==> src/rtl/spdif_bmc_frame_tx_pkg.sv <==
// Shared constants for the S/PDIF frame transmitter: preamble cell patterns,
// subframe slot map, channel-status layout and small coding helpers.
package spdif_bmc_frame_tx_pkg;

    localparam logic [7:0] PRE_B = 8'b1110_1000;
    localparam logic [7:0] PRE_M = 8'b1110_0010;
    localparam logic [7:0] PRE_W = 8'b1110_0100;

    localparam int SLOT_AUDIO_LSB   = 4;
    localparam int SLOT_V           = 28;
    localparam int SLOT_U           = 29;
    localparam int SLOT_C           = 30;
    localparam int SLOT_P           = 31;

    localparam int CS_BIT_CONSUMER  = 0;
    localparam int CS_BIT_COPY      = 2;
    localparam int CS_BIT_FS        = 24;
    localparam int CS_BIT_WORDLEN   = 32;
    localparam int FRAMES_PER_BLOCK = 192;

    typedef enum logic [1:0] {
        PRE_KIND_B = 2'd0,
        PRE_KIND_M = 2'd1,
        PRE_KIND_W = 2'd2
    } pre_kind_e;

    function automatic logic [7:0] preamble_cells(input pre_kind_e kind);
        logic [7:0] pat;
        case (kind)
            PRE_KIND_B: pat = PRE_B;
            PRE_KIND_M: pat = PRE_M;
            PRE_KIND_W: pat = PRE_W;
            default:    pat = PRE_M;
        endcase
        return pat;
    endfunction

    // Even parity over slots 4..30 (audio, V, U, C) gives the P slot value.
    function automatic logic even_parity(input logic [26:0] bits);
        return ^bits;
    endfunction

endpackage

==> src/rtl/spdif_chstat_gen.sv <==
// Consumer channel-status bit for a given frame of the 192-frame block.
// Code nibbles are read MSB first: CS_FS_CODE[3] lands in block bit 24.
module spdif_chstat_gen
    import spdif_bmc_frame_tx_pkg::*;
#(
    parameter logic [3:0] CS_FS_CODE      = 4'b0100,
    parameter logic [3:0] CS_WORDLEN_CODE = 4'b1011
) (
    input  logic [7:0] frame_idx,
    output logic       cs_bit
);

    logic [1:0] nib_pos_s;

    assign nib_pos_s = 2'd3 - frame_idx[1:0];

    // One status bit per frame; bit 0 (consumer) and all unlisted bits stay 0.
    always_comb begin
        cs_bit = 1'b0;
        if (frame_idx == 8'(CS_BIT_COPY)) begin
            cs_bit = 1'b1;
        end else if (frame_idx[7:2] == 6'(CS_BIT_FS / 4)) begin
            cs_bit = CS_FS_CODE[nib_pos_s];
        end else if (frame_idx[7:2] == 6'(CS_BIT_WORDLEN / 4)) begin
            cs_bit = CS_WORDLEN_CODE[nib_pos_s];
        end else begin
            cs_bit = 1'b0;
        end
    end

endmodule

==> src/rtl/spdif_bmc_frame_tx.sv <==
// IEC 60958 consumer S/PDIF transmitter: frame/block timing, one-deep sample
// buffer, subframe assembly and biphase-mark line coding.
module spdif_bmc_frame_tx
    import spdif_bmc_frame_tx_pkg::*;
#(
    parameter int         CLK_PER_HALFCELL = 2,
    parameter logic [3:0] CS_FS_CODE       = 4'b0100,
    parameter logic [3:0] CS_WORDLEN_CODE  = 4'b1011
) (
    input  logic        MCLK_i,
    input  logic        RST_i,
    input  logic        SPDIF_en,
    input  logic [23:0] PDATA_LEFT_i,
    input  logic [23:0] PDATA_RIGHT_i,
    input  logic        PDATA_VALID_i,
    output logic        SPDIF_o,
    output logic        FRAME_START_o,
    output logic        UNDERRUN_o,
    output logic        OVERRUN_o
);

    localparam int            PW         = (CLK_PER_HALFCELL > 1) ? $clog2(CLK_PER_HALFCELL) : 1;
    localparam logic [PW-1:0] PRESC_LAST = PW'(CLK_PER_HALFCELL - 1);

    logic [PW-1:0] presc_r;
    logic [6:0]    cell_r;
    logic [7:0]    frame_r;
    logic          en_d_r;
    logic          pend_full_r;
    logic [23:0]   pend_l_r, pend_r_r, act_l_r, act_r_r;
    logic [27:0]   sub_bits_r;
    logic          pre_lvl_r, line_r, frame_start_r, underrun_r, overrun_r;

    logic          cell_start_s, xfer_s, sub_start_s, en_rise_s, en_fall_s, cs_bit_s;
    logic          pre_ref_s, line_nxt_s;
    logic [4:0]    slot_s;
    logic [23:0]   sub_audio_s;
    logic [27:0]   sub_load_s;
    logic [7:0]    pre_pat_s;
    pre_kind_e     pre_kind_s;

    assign cell_start_s = SPDIF_en && (presc_r == '0);
    assign xfer_s       = cell_start_s && (cell_r == 7'd0);
    assign sub_start_s  = cell_start_s && (cell_r[5:0] == 6'd0);
    assign en_rise_s    = SPDIF_en && !en_d_r;
    assign en_fall_s    = en_d_r && !SPDIF_en;
    assign slot_s       = cell_r[5:1];

    spdif_chstat_gen #(
        .CS_FS_CODE      (CS_FS_CODE),
        .CS_WORDLEN_CODE (CS_WORDLEN_CODE)
    ) u_chstat (
        .frame_idx (frame_r),
        .cs_bit    (cs_bit_s)
    );

    // Subframe contents and next line level for the cell about to start.
    always_comb begin
        sub_audio_s = act_r_r;
        pre_kind_s  = PRE_KIND_W;
        if (cell_r[6]) begin
            sub_audio_s = act_r_r;
            pre_kind_s  = PRE_KIND_W;
        end else begin
            // Left audio is captured on the same edge the active pair is refreshed.
            sub_audio_s = pend_full_r ? pend_l_r : act_l_r;
            pre_kind_s  = (frame_r == 8'd0) ? PRE_KIND_B : PRE_KIND_M;
        end
        sub_load_s      = {1'b0, cs_bit_s, 1'b0, 1'b0, sub_audio_s};
        sub_load_s[27]  = even_parity(sub_load_s[26:0]);
        pre_pat_s       = preamble_cells(pre_kind_s);
        pre_ref_s       = (cell_r[5:0] == 6'd0) ? line_r : pre_lvl_r;
        if (slot_s < 5'(SLOT_AUDIO_LSB)) begin
            line_nxt_s = pre_pat_s[3'd7 - cell_r[2:0]] ^ pre_ref_s;
        end else if (!cell_r[0]) begin
            line_nxt_s = ~line_r;
        end else begin
            line_nxt_s = line_r ^ sub_bits_r[0];
        end
    end

    // Halfcell prescaler, cell and frame counters; held at zero while idle.
    always_ff @(posedge MCLK_i or posedge RST_i) begin
        if (RST_i) begin
            presc_r <= '0;
            cell_r  <= 7'd0;
            frame_r <= 8'd0;
        end else if (!SPDIF_en) begin
            presc_r <= '0;
            cell_r  <= 7'd0;
            frame_r <= 8'd0;
        end else if (presc_r == PRESC_LAST) begin
            presc_r <= '0;
            cell_r  <= cell_r + 7'd1;
            if (cell_r == 7'd127) begin
                frame_r <= (frame_r == 8'(FRAMES_PER_BLOCK - 1)) ? 8'd0 : frame_r + 8'd1;
            end
        end else begin
            presc_r <= presc_r + PW'(1);
        end
    end

    // Line driver: preamble cells, then one slot bit per pair of cells.
    always_ff @(posedge MCLK_i or posedge RST_i) begin
        if (RST_i) begin
            line_r        <= 1'b0;
            pre_lvl_r     <= 1'b0;
            sub_bits_r    <= 28'd0;
            frame_start_r <= 1'b0;
        end else if (!SPDIF_en) begin
            line_r        <= 1'b0;
            pre_lvl_r     <= 1'b0;
            sub_bits_r    <= 28'd0;
            frame_start_r <= 1'b0;
        end else begin
            frame_start_r <= xfer_s;
            if (cell_start_s) begin
                line_r <= line_nxt_s;
                if (sub_start_s) begin
                    pre_lvl_r  <= line_r;
                    sub_bits_r <= sub_load_s;
                end else if (cell_r[0] && (slot_s >= 5'(SLOT_AUDIO_LSB))) begin
                    sub_bits_r <= sub_bits_r >> 1;
                end
            end
        end
    end

    // Pending/active sample buffers; a pair may be primed while idle.
    always_ff @(posedge MCLK_i or posedge RST_i) begin
        if (RST_i) begin
            pend_full_r <= 1'b0;
            pend_l_r    <= 24'd0;
            pend_r_r    <= 24'd0;
            act_l_r     <= 24'd0;
            act_r_r     <= 24'd0;
        end else if (en_fall_s) begin
            pend_full_r <= 1'b0;
        end else if (xfer_s) begin
            if (pend_full_r) begin
                act_l_r <= pend_l_r;
                act_r_r <= pend_r_r;
            end
            pend_full_r <= PDATA_VALID_i;
            if (PDATA_VALID_i) begin
                pend_l_r <= PDATA_LEFT_i;
                pend_r_r <= PDATA_RIGHT_i;
            end
        end else if (PDATA_VALID_i) begin
            pend_full_r <= 1'b1;
            pend_l_r    <= PDATA_LEFT_i;
            pend_r_r    <= PDATA_RIGHT_i;
        end
    end

    // Sticky status flags; a new event on the enable edge wins over the clear.
    always_ff @(posedge MCLK_i or posedge RST_i) begin
        if (RST_i) begin
            en_d_r     <= 1'b0;
            underrun_r <= 1'b0;
            overrun_r  <= 1'b0;
        end else begin
            en_d_r <= SPDIF_en;
            if (xfer_s && !pend_full_r) begin
                underrun_r <= 1'b1;
            end else if (en_rise_s) begin
                underrun_r <= 1'b0;
            end
            if (PDATA_VALID_i && pend_full_r && !xfer_s && !en_fall_s) begin
                overrun_r <= 1'b1;
            end else if (en_rise_s) begin
                overrun_r <= 1'b0;
            end
        end
    end

    assign SPDIF_o       = line_r;
    assign FRAME_START_o = frame_start_r;
    assign UNDERRUN_o    = underrun_r;
    assign OVERRUN_o     = overrun_r;

endmodule

==> config.mk <==
export PLATFORM = sky130hd
export DESIGN_NAME = spdif_bmc_frame_tx
export DESIGN_NICKNAME = d
export VERILOG_FILES = /design/src/rtl/spdif_bmc_frame_tx_pkg.sv /design/src/rtl/spdif_chstat_gen.sv /design/src/rtl/spdif_bmc_frame_tx.sv
export SDC_FILE = /design/constraint.sdc
export NUM_CORES = 1
export LEC_CHECK = 0
export CORE_MARGIN = 5
export CORE_UTILIZATION = 55
export CTS_BUF_LIST = sky130_fd_sc_hd__clkbuf_8 sky130_fd_sc_hd__clkbuf_16
export CTS_CLUSTER_SIZE = 28
export DETAILED_ROUTE_END_ITERATION = 12
export PLACE_DENSITY = 0.76
export SLEW_MARGIN = 20
export SYNTH_ARGS = -nofsm -noshare
export SYNTH_HDL_FRONTEND = slang
export SYNTH_SLANG_ARGS = --single-unit
==> constraint.sdc <==
create_clock -name MCLK_i -period 9.6 [get_ports MCLK_i]
set_input_delay 1.92 -clock MCLK_i [delete_from_list [all_inputs] [get_ports MCLK_i]]
set_output_delay 1.92 -clock MCLK_i [all_outputs]
set_load 0.05 [all_outputs]
# Word level (Yosys, flattened, before mapping)
# Cells that the tools add are included.
[totals] regBits=147 in_bits=52 out_inout_bits=4 word_cells=110
[op_classes] n_addsub=5 order_cmp=4 n_eq_ne=11 n_mux=41 n_bitwise=5 n_reduce_logical=29
[op_table] operator="$mux 28" count=4
[op_table] operator="$mux 24" count=2
[op_table] operator="$mux 8" count=4
[op_table] operator="$reduce_xor 27->1" count=1
[op_table] operator="$mux 1" count=24
[op_table] operator="$mux 7" count=2
[op_table] operator="$logic_and 1x1->1" count=10
[op_table] operator="$reduce_and 2->1" count=5
[op_table] operator="$add 8x1->8 const B" count=1
[op_table] operator="$eq 8x2->1 const B" count=1
[op_table] operator="$eq 8x8->1 const B" count=1
[op_table] operator="$logic_not 8->1" count=1
[op_table] operator="$ne 2x1->1 const B" count=4
[op_table] operator="$pmux 4 s2" count=1
[op_table] operator="$add 7x1->7 const B" count=1
[op_table] operator="$eq 7x7->1 const B" count=1
[op_table] operator="$logic_not 7->1" count=1
[op_table] operator="$eq 6x3->1 const B" count=1
[op_table] operator="$eq 6x4->1 const B" count=1
[op_table] operator="$logic_not 6->1" count=1
[op_table] operator="$ge 5x3->1 const B" count=1
[op_table] operator="$logic_not 1->1" count=5
[op_table] operator="$lt 5x3->1 const B" count=1
[op_table] operator="$bmux 1 s2" count=2
[op_table] operator="other kinds (15)" count=19

# Logic depth before layout (Yosys ltp)
[depth] depth_word=11 mapped_depth=10 mapped_depth_nobuf=9

# Hierarchy
# From an unflattened synthesis, not the netlist that was laid out.
[hier_totals] cells_unflattened=573 hier_area_um2=6882.9
[by_module_without_submodules] mod="spdif_bmc_frame_tx" instances=1 cells_per_inst=566 area_each_um2=6834.1 seq_area_each_um2=3678.5
[by_module_without_submodules] mod="spdif_chstat_gen" instances=1 cells_per_inst=7 area_each_um2=48.8 seq_area_each_um2=0.0

# Least setup slack after synthesis
# Ideal clock, no wire load.
[synth_path] path_kind="input port to flip-flop" start="input port SPDIF_en" end="register act_r_r[0]" setup_time_ns=0.125 t_arrival_ns=3.413 required_time_ns=9.475 path_slack_ns=6.062 path_stages=10 n_path_buf=3 path_cell_list="buf_2 > inv_1 > nor2_1 > nand2_2 > or2_4 > inv_2 > nand2_2 > buf_6 > buf_6 > mux2_4"
[synth_via] elab_chain_cells=4
[synth_lines] element="from (decl)" line="spdif_bmc_frame_tx.sv:12" source="input logic SPDIF_en,"
[synth_lines] element="$logic_not 1->1"
[synth_lines] element="$logic_and 1x1->1" line="spdif_bmc_frame_tx.sv:46" source="assign en_fall_s = en_d_r && !SPDIF_en;"
[synth_lines] element="$not 1->1 (no line)"
[synth_lines] element="$reduce_and 3->1 (no line) (*)"
[synth_lines] element="to (signal assigned)" line="spdif_bmc_frame_tx.sv:142" source="act_r_r <= pend_r_r;"
[synth_lines] element="to (decl)" line="spdif_bmc_frame_tx.sv:30" source="logic [23:0] pend_l_r, pend_r_r, act_l_r, act_r_r;"
# Every way passes the cells marked *; elsewhere a longest branch is shown, timed or not.
# A chain may end at the register's enable or synchronous reset.

# Final worst setup path
[layout_path] start="input port SPDIF_en" end="register act_l_r[6]"
[layout_via] elab_chain_cells=4
[layout_lines] element="$logic_not 1->1"
[layout_lines] element="$logic_and 1x1->1" line="spdif_bmc_frame_tx.sv:46"
[layout_lines] element="$not 1->1 (no line)"
[layout_lines] element="$reduce_and 2->1 (no line) (*)"
[layout_lines] element="to (signal assigned)" line="spdif_bmc_frame_tx.sv:141" source="act_l_r <= pend_l_r;"
[layout_lines] element="to (decl)" line="spdif_bmc_frame_tx.sv:30"
# Marked as above.

==> results.yml <==
status:
  status: "finished, final reports clean"
yosys:
  synth_compound_area_share_pct: 6.17
  synth-simple-area-share_pct: 7.78
  synth.distinct_cells: 41
  synth_top_family_by_area: "multiplexers"
  syn_area_per_cell_um2: 12.2
  yosys.area_share.adder_pct: 1.27
  syn_area_um2: 6920
  synth_area_leader_cell: "dfrtp_1"
  ys_warn_count: 0
  yosys.area_share.xor_xnor_pct: 4.30
  ys_ff_latch: 147
  syn_nets: 627
  synth.mux.area_fraction_pct: 24.3
  netlist.area_leader.share_pct: 53.2
  synth-seq-area-share_pct: 53.2
  postSynthCellCount: 568
  synthTopCellsByArea: "dfrtp_1, mux2_2, mux2_4"
grt:
  use_met3_pct: 4.50
  antenna_found_initial: 0
  grt_pass1_vias: 4661
  grtUsageMet2_pct: 32.2
  grt_first_pass_wirelength_um: 22200
  grt.busiest_layer: "met2"
  grtUsageTotal_pct: 19.1
  grt_max_degree: 81
  met1_usage_pct: 23.6
  grt_overflow: 0
layout:
  area_growth_pct: 18.7
  fin_util_pct: 65.9
  diodes: 0
  drive_above_1_share_pct: 25.9
  final_design_area_no_fill_um2: 8210
  num-nets-final: 676
timing:
  min_period_over_period_pct: 53.1
  tightest_slew_ns: 0.930
  slew_viol_final: 0
  clock_skew_ns: 0.00987
  finalCriticalPeriod_ns: 5.10
  max_slew_margin_pct: 38.0
  max_freq_mhz: 196
  rsz0062_at_grt: "false"
  finalHoldViolations: 0
  finalSetupViolCount: 0
  tns_ns: 0
clocking:
  cts_tree: "done"
  cts_sinks: 147
  cts-root-buf: "clkbuf_16"
  htree_num_levels: 4
  clk_latency_ns: 0.42
  clkTransAtPathRegs_ns: 0.06
  ctsHoldBuffers: 0
  post_cts_buffers: 0
  ctsResizeCount: 0
  numCtsBuffers: 17
  cts_buffer_depth: 2
place:
  place_area_um2: 7560
  gp_congestion: 0.824
  place.port_buffers: 55
  dp_hpwl_um: 8440
worst_setup_path:
  rr_startpoint: "cell_r[3]"
  startpoint: "SPDIF_en"
  arrival_ns: 5.40
  worstPathRequired_ns: 9.90
  critPathMaxFanout: 54
  cpMostUsedCell: "nand2_2"
  crit_path_start_kind: "input pin"
  worstPathCellList: "clkdlybuf4s50_1 > inv_1 > nor2_1 > nand2_2 > or2_4 > inv_2 > nand2_2 > buf_4 > mux2_2"
  critical_path_class: "input pin to register"
  worst_path_largest_cell_delay_ns: 0.69
  slowest_stage: "nand2_2"
  endpoint_kind: "register"
drt:
  via_count: 4350
  detail_route.first_pass.iterations: 4
  finalWirelength_um: 13100
  via_per_inst: 5.42
  drt_iter0_drc: 324
  routedWlPerCell_um: 16.4
  drcViolationCount: 0
  ant_nets: 0
hold_path:
  hold_path.class: "register to register"
  worstHoldStart: "en_d_r"
die:
  die_w_um: 122
  dieArea_um2: 14900
  dieHeight_um: 122
  pin_count: 56
  core_area_um2: 12500
  start_util_pct: 55.5
  row_count: 41
run:
  cap_violations: 0
power_and_ir_drop:
  max-vdd-ir-drop_mv: 0.154
  p_leak_nw: 3.54
  finalPower_mw: 2.06
  p_per_area_nw_per_um2: 251
layout make-up:
cell class                 count  area, um^2
sequential                   147        3680
clock inverter                10         153
clock buffer                  22         494
fill                         942        4250
multi-input combinational    380        3040
tap                          172         215
inverter                      11        46.3
timing repair buffer          60         588
worst paths after layout:
kind                               endpoint  slack [ns]  cells past startpoint
worst min register to register  pend_full_r        0.48                      1
min in group asynchronous       pend_l_r[8]        2.01                      2
worst max-delay path             act_l_r[6]        4.50                      9
worst max register to register   act_r_r[7]        6.04                      8
worst min-delay path            pend_full_r        0.48                      1
max in group asynchronous         OVERRUN_o        6.21                      3
per-layer routing:
layer  routed length (um)  vias up
li1                     -     2064
met1                 5740     2188
met2                 6720       75
met3                  386       23
met4                  270        0
met5                    0        -
placed cells by master (no fill, tap or decap), types with 2 or more instances in the layout:
master / instances
mux2_4: 22
mux2_2: 95
o21ai_0: 38
nand4_1: 2
nor2_1: 43
xor2_1: 8
a21oi_1: 33
or3_1: 5
bufinv_16: 4
dfrtp_1: 147
nand2b_1: 3
clkdlybuf4s50_1: 55
nor2b_1: 2
and3_1: 3
xnor2_1: 19
clkbuf_8: 5
buf_4: 5
o31ai_1: 2
ha_1: 7
nand2_2: 2
o22ai_1: 3
clkbuf_16: 17
inv_1: 10
clkinv_2: 4
nand2_1: 40
xnor3_1: 2
nand3_1: 9
mux2i_1: 27
synth_stat cells:
cell and n:
mux2_4 22, or3_4 1, mux2_1 1, xor2_1 8, mux2i_1 27, nand2b_1 3, a211oi_1 1, o21ai_1 1
dfrtp_1 147, nor3b_4 1, nand4b_1 1, or2_2 1, o21ai_0 38, o22ai_1 3, clkbuf_1 14, nor2_1 43
xnor2_1 19, nand2_2 2, nand2_1 41, buf_2 7, a221oi_1 1, a21boi_0 1, a21oi_1 33, or3_1 5
inv_2 1, or2_4 1, and3_1 3, nand3_1 9, buf_1 3, mux2_2 95, or4b_1 1, o31ai_1 2
buf_6 6, nand4_1 2, xnor2_2 1, xnor3_1 2, a32oi_1 1, ha_1 7, inv_1 10, nor2b_1 2
or4_1 1
per-stage QoR:
| stage | std cells | setup WS, ns | hold slack, ns |
|---|---|---|---|
| global placement | 770 | 4.21 | 0.461 |
| global route | 802 | 4.22 | 0.510 |
| floorplan | 568 | 3.73 | 0.435 |
| CTS | 802 | 4.50 | 0.473 |
| detailed placement | 770 | 4.10 | 0.459 |
| finish | 802 | 4.50 | 0.478 |
flip-flops by register name, summed over array words and instances (netlist names), 7 cells and up:
name and cells:
frame_r 8, act_r_r 24, sub_bits_r 28, act_l_r 24, pend_l_r 24, cell_r 7
pend_r_r 24
where the power goes:
group	switching, mW	total, mW	internal, mW
registers	0.0766	0.826	0.750
clock network	0.245	0.712	0.467
logic	0.206	0.522	0.316
cell families after synthesis:
kind of cell    count (synthesis)
fa+ha+maj                       7
compound gates                 81
mux                           145
simple gates                  117
flops                         147
buf+inv                        41
xor+xnor                       30
worst max-delay path: cells and delay by family:
kind / cells / cell delay (ns)
buffers and inverters: 4 / 1.58
and+or+nand+nor: 4 / 1.44
muxes: 1 / 0.40
Power figures use the tool's default switching activity.
